### config.mk
export PLATFORM = sky130hd
export DESIGN_NAME = muldiv_unit
export DESIGN_NICKNAME = d
export VERILOG_FILES = /design/src/rtl/muldiv_unit_pkg.sv /design/src/rtl/muldiv_unit_div_core.sv /design/src/rtl/muldiv_unit.sv
export SDC_FILE = /design/constraint.sdc
export NUM_CORES = 2
export LEC_CHECK = 0
export CORE_ASPECT_RATIO = 0.9
export CORE_UTILIZATION = 28
export CTS_BUF_LIST = sky130_fd_sc_hd__clkbuf_8
export DETAILED_ROUTE_END_ITERATION = 12
export PLACE_DENSITY_LB_ADDON = 0.15
export SLEW_MARGIN = 20
export SYNTH_ARGS = -nofsm -noshare
export SYNTH_HDL_FRONTEND = slang
export SYNTH_SLANG_ARGS = --single-unit
### constraint.sdc
create_clock -name clk -period 13.6 [get_ports clk]
set_clock_uncertainty 0.15 [all_clocks]
set_input_delay 1.36 -clock clk [delete_from_list [all_inputs] [get_ports clk]]
set_output_delay 1.36 -clock clk [all_outputs]
set_load 0.02 [all_outputs]
### src/rtl/muldiv_unit_pkg.sv
// rtl/muldiv_unit_pkg.sv - op codes, state encoding and decode helpers for muldiv_unit
package muldiv_unit_pkg;

   localparam logic [7:0] EXE_MULT_OP  = 8'b0001_1000;
   localparam logic [7:0] EXE_MULTU_OP = 8'b0001_1001;
   localparam logic [7:0] EXE_DIV_OP   = 8'b0001_1010;
   localparam logic [7:0] EXE_DIVU_OP  = 8'b0001_1011;

   typedef enum logic [2:0] {
      ST_IDLE,
      ST_MUL,
      ST_DIV,
      ST_FIX,
      ST_DONE
   } state_t;

   function automatic logic is_md(input logic [7:0] op);
      return (op == EXE_MULT_OP) || (op == EXE_MULTU_OP) ||
             (op == EXE_DIV_OP)  || (op == EXE_DIVU_OP);
   endfunction

   function automatic logic is_signed_op(input logic [7:0] op);
      return (op == EXE_MULT_OP) || (op == EXE_DIV_OP);
   endfunction

   function automatic logic is_div_op(input logic [7:0] op);
      return (op == EXE_DIV_OP) || (op == EXE_DIVU_OP);
   endfunction

endpackage

### src/rtl/muldiv_unit_div_core.sv
// rtl/muldiv_unit_div_core.sv - registered radix-2 restoring divider on unsigned magnitudes
module muldiv_unit_div_core #(
   parameter int WIDTH    = 32,
   parameter int DIV_ITER = 32
) (
   input  logic             clk,
   input  logic             resetn,
   input  logic             start,
   input  logic             cancel,
   input  logic [WIDTH-1:0] a,
   input  logic [WIDTH-1:0] b,
   output logic [WIDTH-1:0] quotient,
   output logic [WIDTH-1:0] remainder,
   output logic             done
);

   localparam int CW = $clog2(DIV_ITER);

   logic [CW-1:0]    cnt;
   logic             busy;
   logic [WIDTH-1:0] divisor;
   logic [WIDTH:0]   shifted;
   logic [WIDTH:0]   diff;
   logic             fits;

   // Unsigned compare keeps divide-by-zero well defined: every step subtracts, giving all-ones quotient
   assign shifted = {remainder, quotient[WIDTH-1]};
   assign diff    = shifted - {1'b0, divisor};
   assign fits    = (shifted >= {1'b0, divisor});
   assign done    = busy && (cnt == CW'(DIV_ITER - 1));

   always_ff @(posedge clk or negedge resetn) begin
      if (!resetn) begin
         cnt       <= '0;
         busy      <= 1'b0;
         divisor   <= '0;
         quotient  <= '0;
         remainder <= '0;
      end else if (cancel) begin
         busy <= 1'b0;
      end else if (start) begin
         cnt       <= '0;
         busy      <= 1'b1;
         divisor   <= b;
         quotient  <= a;
         remainder <= '0;
      end else if (busy) begin
         if (fits) begin
            remainder <= diff[WIDTH-1:0];
            quotient  <= {quotient[WIDTH-2:0], 1'b1};
         end else begin
            remainder <= shifted[WIDTH-1:0];
            quotient  <= {quotient[WIDTH-2:0], 1'b0};
         end
         cnt <= cnt + 1'b1;
         if (done) busy <= 1'b0;
      end
   end

endmodule

### src/rtl/muldiv_unit.sv
// rtl/muldiv_unit.sv - execute-stage HI/LO multiply/divide engine with pipeline stall handshake
module muldiv_unit
   import muldiv_unit_pkg::*;
#(
   parameter int WIDTH    = 32,
   parameter int DIV_ITER = 32
) (
   input  logic             clk,
   input  logic             resetn,
   input  logic [7:0]       alucontrolE,
   input  logic [WIDTH-1:0] srcaE,
   input  logic [WIDTH-1:0] srcbE,
   input  logic             flushE,
   input  logic             holdE,
   output logic             stall_o,
   output logic             ready_o,
   output logic [WIDTH-1:0] hi_o,
   output logic [WIDTH-1:0] lo_o
);

   state_t             state;
   logic [WIDTH-1:0]   op_a;
   logic [WIDTH-1:0]   op_b;
   logic               sgn;
   logic               start;
   logic               in_signed;
   logic [WIDTH-1:0]   mag_a;
   logic [WIDTH-1:0]   mag_b;
   logic [WIDTH-1:0]   quo;
   logic [WIDTH-1:0]   rem;
   logic               div_done;
   logic [2*WIDTH-1:0] ext_a;
   logic [2*WIDTH-1:0] ext_b;
   logic [2*WIDTH-1:0] product;
   logic               neg_q;
   logic               neg_r;

   assign start     = resetn && (state == ST_IDLE) && is_md(alucontrolE) && !flushE;
   assign stall_o   = start || (state == ST_MUL) || (state == ST_DIV) || (state == ST_FIX);
   assign in_signed = is_signed_op(alucontrolE);
   assign mag_a     = (in_signed && srcaE[WIDTH-1]) ? -srcaE : srcaE;
   assign mag_b     = (in_signed && srcbE[WIDTH-1]) ? -srcbE : srcbE;

   // Widening to 2*WIDTH first makes one multiplier serve both signed and unsigned forms
   assign ext_a   = sgn ? {{WIDTH{op_a[WIDTH-1]}}, op_a} : {{WIDTH{1'b0}}, op_a};
   assign ext_b   = sgn ? {{WIDTH{op_b[WIDTH-1]}}, op_b} : {{WIDTH{1'b0}}, op_b};
   assign product = ext_a * ext_b;

   assign neg_q = sgn && (op_a[WIDTH-1] ^ op_b[WIDTH-1]);
   assign neg_r = sgn && op_a[WIDTH-1];

   muldiv_unit_div_core #(
      .WIDTH    (WIDTH),
      .DIV_ITER (DIV_ITER)
   ) u_div_core (
      .clk       (clk),
      .resetn    (resetn),
      .start     (start && is_div_op(alucontrolE)),
      .cancel    (flushE),
      .a         (mag_a),
      .b         (mag_b),
      .quotient  (quo),
      .remainder (rem),
      .done      (div_done)
   );

   always_ff @(posedge clk or negedge resetn) begin
      if (!resetn) begin
         state   <= ST_IDLE;
         op_a    <= '0;
         op_b    <= '0;
         sgn     <= 1'b0;
         ready_o <= 1'b0;
         hi_o    <= '0;
         lo_o    <= '0;
      end else if (flushE) begin
         state   <= ST_IDLE;
         ready_o <= 1'b0;
      end else begin
         case (state)
            ST_IDLE: begin
               if (start) begin
                  op_a  <= srcaE;
                  op_b  <= srcbE;
                  sgn   <= in_signed;
                  state <= is_div_op(alucontrolE) ? ST_DIV : ST_MUL;
               end
            end
            ST_MUL: begin
               hi_o    <= product[2*WIDTH-1:WIDTH];
               lo_o    <= product[WIDTH-1:0];
               ready_o <= 1'b1;
               state   <= ST_DONE;
            end
            ST_DIV: begin
               if (div_done) state <= ST_FIX;
            end
            ST_FIX: begin
               hi_o    <= neg_r ? -rem : rem;
               lo_o    <= neg_q ? -quo : quo;
               ready_o <= 1'b1;
               state   <= ST_DONE;
            end
            ST_DONE: begin
               if (!holdE) begin
                  ready_o <= 1'b0;
                  state   <= ST_IDLE;
               end
            end
            default: begin
               ready_o <= 1'b0;
               state   <= ST_IDLE;
            end
         endcase
      end
   end

endmodule

==> metrics.txt <==
# TYPE chip_impl_metric gauge
chip_impl_metric{name="total_of_endpoints_with_negative_setup_slack_in_the_final_report",unit=""} 0
chip_impl_metric{name="clk_latency",unit="ns"} 0.64
chip_impl_metric{name="yosys_reg_bits",unit=""} 235
chip_impl_metric{name="filler_cell_count",unit=""} 23300
chip_impl_metric{name="synth_mux_area_share",unit="%"} 1.18
chip_impl_metric{name="route.vias.total",unit=""} 45200
chip_impl_metric{name="area_share_of_fa_ha_maj_cells_after_synthesis",unit="%"} 52.7
chip_impl_metric{name="clock_tree.htree_level_count",unit=""} 2
chip_impl_info{name="r2r_start",value="op_b[31]"} 1
chip_impl_metric{name="grt.total_usage",unit="%"} 19.9
chip_impl_metric{name="top_level_ports",unit=""} 142
chip_impl_metric{name="ratio_of_cells_with_drive_above_1_in_the_final_layout",unit="%"} 4.23
chip_impl_metric{name="floorplan.core_area",unit="um^2"} 220000
chip_impl_metric{name="ctsResizeCount",unit=""} 0
chip_impl_metric{name="synth_sequential_area_ratio",unit="%"} 9.45
chip_impl_info{name="worst_setup_path_end_kind",value="flop"} 1
chip_impl_metric{name="die_boundary_width",unit="um"} 499
chip_impl_metric{name="ff_to_ff_path_depth",unit=""} 33
chip_impl_metric{name="portBuffers",unit=""} 141
chip_impl_metric{name="number_of_instances_in_the_synthesized_netlist",unit=""} 6766
chip_impl_info{name="cp-start-kind",value="flop"} 1
chip_impl_info{name="start_point_of_the_critical_path",value="op_b[31]"} 1
chip_impl_metric{name="wl_per_cell",unit="um"} 22.6
chip_impl_metric{name="totalPowerFinal",unit="uW"} 3020
chip_impl_metric{name="final_report_max_slew_violation_count",unit=""} 0
chip_impl_metric{name="initial_util",unit="%"} 28.3
chip_impl_metric{name="tns",unit="ns"} 0
chip_impl_metric{name="synthXorXnorAreaFrac",unit="%"} 3.49
chip_impl_metric{name="max_slew_margin",unit="%"} 32.4
chip_impl_info{name="synth_flop_cell",value="sky130_fd_sc_hd__dfrtp_1"} 1
chip_impl_metric{name="grt_pass1_wl",unit="um"} 334000
chip_impl_metric{name="synth-compound-area-share",unit="%"} 7.01
chip_impl_metric{name="post_cts_setup_bufs",unit=""} 0
chip_impl_metric{name="number_of_detailed_routing_iterations_run_before_antenna_repair",unit=""} 5
chip_impl_metric{name="number_of_antenna_violations_at_the_first_check_in_global_routing",unit=""} 18
chip_impl_info{name="clock_tree_from_tritoncts",value="done"} 1
chip_impl_metric{name="achievable-frequency",unit="GHz"} 0.0930
chip_impl_metric{name="mappedNetlistArea",unit="um^2"} 62200
chip_impl_metric{name="drt_first_iter_violations",unit=""} 3177
chip_impl_metric{name="chip_height",unit="um"} 449
chip_impl_metric{name="drc",unit=""} 0
chip_impl_metric{name="tritoncts.num_buffers",unit=""} 43
chip_impl_metric{name="ctsLongestPathBuffers",unit=""} 3
chip_impl_metric{name="residual_antenna_violating_net_count_after_detailed_routing",unit=""} 0
chip_impl_metric{name="fin_ws",unit="ns"} 2.85
chip_impl_info{name="worstSetupEndpoint",value="hi_o[31]"} 1
chip_impl_metric{name="cts_hold_repair.buffers",unit=""} 0
chip_impl_metric{name="grt_remaining_overflow",unit=""} 0
chip_impl_metric{name="worst-r2r-setup-slack",unit="ns"} 2.85
chip_impl_metric{name="pin_count_of_the_biggest_net_entering_global_routing",unit=""} 129
chip_impl_metric{name="timing.max_cap.violations",unit=""} 0
chip_impl_metric{name="worst_ep_required_time",unit="ns"} 13.93
chip_impl_metric{name="grt_pass1_vias",unit=""} 49800
chip_impl_metric{name="syn_area_per_cell",unit="um^2"} 9.20
chip_impl_metric{name="yosys.cell_types.count",unit=""} 92
chip_impl_metric{name="synth_edf_count",unit=""} 0
chip_impl_metric{name="critPathArrivalTime",unit="ns"} 11.08
chip_impl_metric{name="tightestPinTransition",unit="ns"} 1.01
chip_impl_metric{name="whs",unit="ns"} 0.327
chip_impl_metric{name="path_clk_slew",unit="ns"} 0.08
chip_impl_metric{name="powerDensity",unit="nW/um^2"} 44.6
chip_impl_info{name="run_status",value="complete, no violations"} 1
chip_impl_metric{name="ir_worst_vdd",unit="V"} 0.0000566
chip_impl_metric{name="finalWeightedCongestion",unit=""} 0.890
chip_impl_metric{name="dpl_worst_slack",unit="ns"} 2.50
chip_impl_metric{name="hold_viol",unit=""} 0
chip_impl_metric{name="final.min_clock_period",unit="ns"} 10.75
chip_impl_metric{name="sink_count",unit=""} 235
chip_impl_metric{name="syn_nets",unit=""} 8609
chip_impl_metric{name="hpwl",unit="um"} 180000
chip_impl_metric{name="nets",unit=""} 8550
chip_impl_info{name="critical_path.slowest_cell",value="sky130_fd_sc_hd__fa_1"} 1
chip_impl_info{name="clock_tree_root",value="sky130_fd_sc_hd__clkbuf_8"} 1
chip_impl_info{name="worst_r2r_endpoint",value="hi_o[31]"} 1
chip_impl_metric{name="synth-warning-count",unit=""} 0
chip_impl_info{name="synth_top_family_by_area",value="adder cells"} 1
chip_impl_metric{name="synthSimpleGateAreaFrac",unit="%"} 14.5
chip_impl_info{name="timing.setup.critical_path_class",value="reg2reg"} 1
chip_impl_metric{name="die_area",unit="um^2"} 224000
chip_impl_info{name="rsz0062_at_grt",value="false"} 1
chip_impl_info{name="hold_path.startpoint",value="hi_o[18]"} 1
chip_impl_metric{name="synthToLayoutAreaGrowth",unit="%"} 8.77
chip_impl_metric{name="wl",unit="um"} 218000
chip_impl_metric{name="std_cell_rows",unit=""} 163
chip_impl_metric{name="viasPerCell",unit=""} 4.69
chip_impl_metric{name="timing.critical_path.slowest_cell_delay",unit="ns"} 0.59
chip_impl_info{name="worst_path_most_repeated_cell",value="sky130_fd_sc_hd__fa_1"} 1
chip_impl_metric{name="worst-path-max-fanout",unit=""} 47
chip_impl_metric{name="postSynth.asyncResetShare",unit="%"} 100
chip_impl_metric{name="timing.final.crit_share",unit="%"} 79.1
chip_impl_info{name="hold_path.class",value="reg2reg"} 1
chip_impl_metric{name="total_leakage_power",unit="uW"} 0.0336
per-layer routing:
layer | track usage, % | part of all wire (%) | vias to the layer above
met2 | 30.0 | 43 | 1150
met1 | 30.5 | 50 | 23800
met5 | 0 | 0.0078 | -
li1 | - | - | 20100
met3 | 2.66 | 5.5 | 129
met4 | 3.14 | 1.5 | 2
Yosys cell counts (5+ instances only):
library cell	instances	area [um^2]
sky130_fd_sc_hd__a211oi_1	18	135
sky130_fd_sc_hd__a21o_1	58	435
sky130_fd_sc_hd__a21oi_1	176	881
sky130_fd_sc_hd__a31o_2	7	61.3
sky130_fd_sc_hd__a31oi_1	77	482
sky130_fd_sc_hd__and2_1	579	3620
sky130_fd_sc_hd__and3_1	31	194
sky130_fd_sc_hd__buf_1	13	48.8
sky130_fd_sc_hd__buf_2	12	60.1
sky130_fd_sc_hd__clkbuf_1	298	1120
sky130_fd_sc_hd__clkbuf_8	5	68.8
sky130_fd_sc_hd__dfrtp_1	235	5880
sky130_fd_sc_hd__fa_1	1420	28400
sky130_fd_sc_hd__ha_1	347	4340
sky130_fd_sc_hd__inv_1	1587	5960
sky130_fd_sc_hd__mux2_2	61	687
sky130_fd_sc_hd__mux2i_1	5	50.1
sky130_fd_sc_hd__nand2_1	784	2940
sky130_fd_sc_hd__nand2b_1	20	125
sky130_fd_sc_hd__nand3_1	42	210
sky130_fd_sc_hd__nand4_1	24	150
sky130_fd_sc_hd__nor2_1	207	777
sky130_fd_sc_hd__nor2b_1	15	93.8
sky130_fd_sc_hd__nor3_1	52	260
sky130_fd_sc_hd__nor4_1	20	125
sky130_fd_sc_hd__o2111ai_1	5	43.8
sky130_fd_sc_hd__o211ai_1	11	82.6
sky130_fd_sc_hd__o21a_1	19	143
sky130_fd_sc_hd__o21ai_0	194	971
sky130_fd_sc_hd__o21ai_1	18	90.1
sky130_fd_sc_hd__o21bai_1	16	120
sky130_fd_sc_hd__o22ai_1	6	37.5
sky130_fd_sc_hd__o311ai_0	5	43.8
sky130_fd_sc_hd__o31ai_1	22	165
sky130_fd_sc_hd__o41ai_1	14	123
sky130_fd_sc_hd__or3_1	18	113
sky130_fd_sc_hd__or4_1	8	60.1
sky130_fd_sc_hd__xnor2_1	171	1500
sky130_fd_sc_hd__xor2_1	77	674
worst min-delay path by stage:
stage | slack, ns | to | cells past startpoint
after global placement | 0.32 | u_div_core.divisor[2] | 2
after global routing | 0.35 | hi_o[18] | 2
after floorplan | 0.30 | u_div_core.divisor[10] | 2
after CTS | 0.33 | hi_o[18] | 2
final | 0.33 | hi_o[18] | 2
after detailed placement | 0.32 | lo_o[30] | 2
stage by stage:
stage	utilization, %	std cells	instance area, um^2
6_report	30.8	9640	67700
5_1_grt	30.7	9628	67600
4_1_cts	30.7	9627	67600
3_5_place_dp	30.3	9549	66700
3_3_place_gp	30.3	9549	66700
2_1_floorplan	-	6766	62200
cells in the final DEF, fill, tap and decap left out, types with 19 or more instances in the layout:
cell type / instances
sky130_fd_sc_hd__and3_1: 31
sky130_fd_sc_hd__xor2_1: 77
sky130_fd_sc_hd__o21ai_0: 194
sky130_fd_sc_hd__clkbuf_8: 58
sky130_fd_sc_hd__inv_1: 1600
sky130_fd_sc_hd__nand4_1: 24
sky130_fd_sc_hd__dfrtp_1: 212
sky130_fd_sc_hd__and2_1: 578
sky130_fd_sc_hd__nor4_1: 19
sky130_fd_sc_hd__dfrtp_2: 23
sky130_fd_sc_hd__a21o_1: 58
sky130_fd_sc_hd__o21a_1: 19
sky130_fd_sc_hd__nand3_1: 41
sky130_fd_sc_hd__buf_4: 85
sky130_fd_sc_hd__nand2_1: 782
sky130_fd_sc_hd__a21oi_1: 176
sky130_fd_sc_hd__fa_1: 1420
sky130_fd_sc_hd__nor2_1: 204
sky130_fd_sc_hd__mux2_2: 61
sky130_fd_sc_hd__clkdlybuf4s50_1: 140
sky130_fd_sc_hd__o31ai_1: 21
sky130_fd_sc_hd__xnor2_1: 171
sky130_fd_sc_hd__nor3_1: 52
sky130_fd_sc_hd__ha_1: 347
sky130_fd_sc_hd__a31oi_1: 77
registers in the layout, summed over array words and instances (netlist names):
signal / flops
op_a: 32
u_div_core.quotient: 32
lo_o: 32
u_div_core.divisor: 32
state: 3
u_div_core.busy: 1
u_div_core.remainder: 32
u_div_core.cnt: 5
sgn: 1
hi_o: 32
ready_o: 1
op_b: 32
logic make-up (layout without fill, tap and decap cells):
family / Yosys count / count (layout)
adders and majority gates: 1769 / 1769
other: 0 / 13
and+or+nand+nor: 1831 / 1831
DFF: 235 / 235
AOI/OAI and AO/OA: 698 / 698
xor gates and xnor gates: 248 / 248
buffers and inverters: 1919 / 1893
muxes: 66 / 66
report_power, final:
part / internal, uW / switching [uW]
Combinational: 470 / 879
Clock: 418 / 365
Sequential: 771 / 115
Total: 1660 / 1360
critical path, delay by kind of cell, from the launching register on:
family | cells | cell delay [ns]
buf+inv | 9 | 1.42
mux | 1 | 0.34
flops | 1 | 0.39
fa+ha+maj | 10 | 4.64
compound gates | 8 | 1.86
simple gates | 5 | 1.71
layout make-up:
| cell class | count | area (um^2) | area share [%] |
|---|---|---|---|
| inverter | 1587 | 5960 | 8.80 |
| clock inverter | 20 | 143 | 0.211 |
| tap | 2887 | 3610 | 5.34 |
| timing repair buffer | 228 | 2090 | 3.08 |
| multi-input combinational | 4612 | 49100 | 72.6 |
| clock buffer | 58 | 798 | 1.18 |
| antenna | 13 | 32.5 | 0.0481 |
| sequential | 235 | 5910 | 8.73 |
Power figures use the tool's default switching activity.
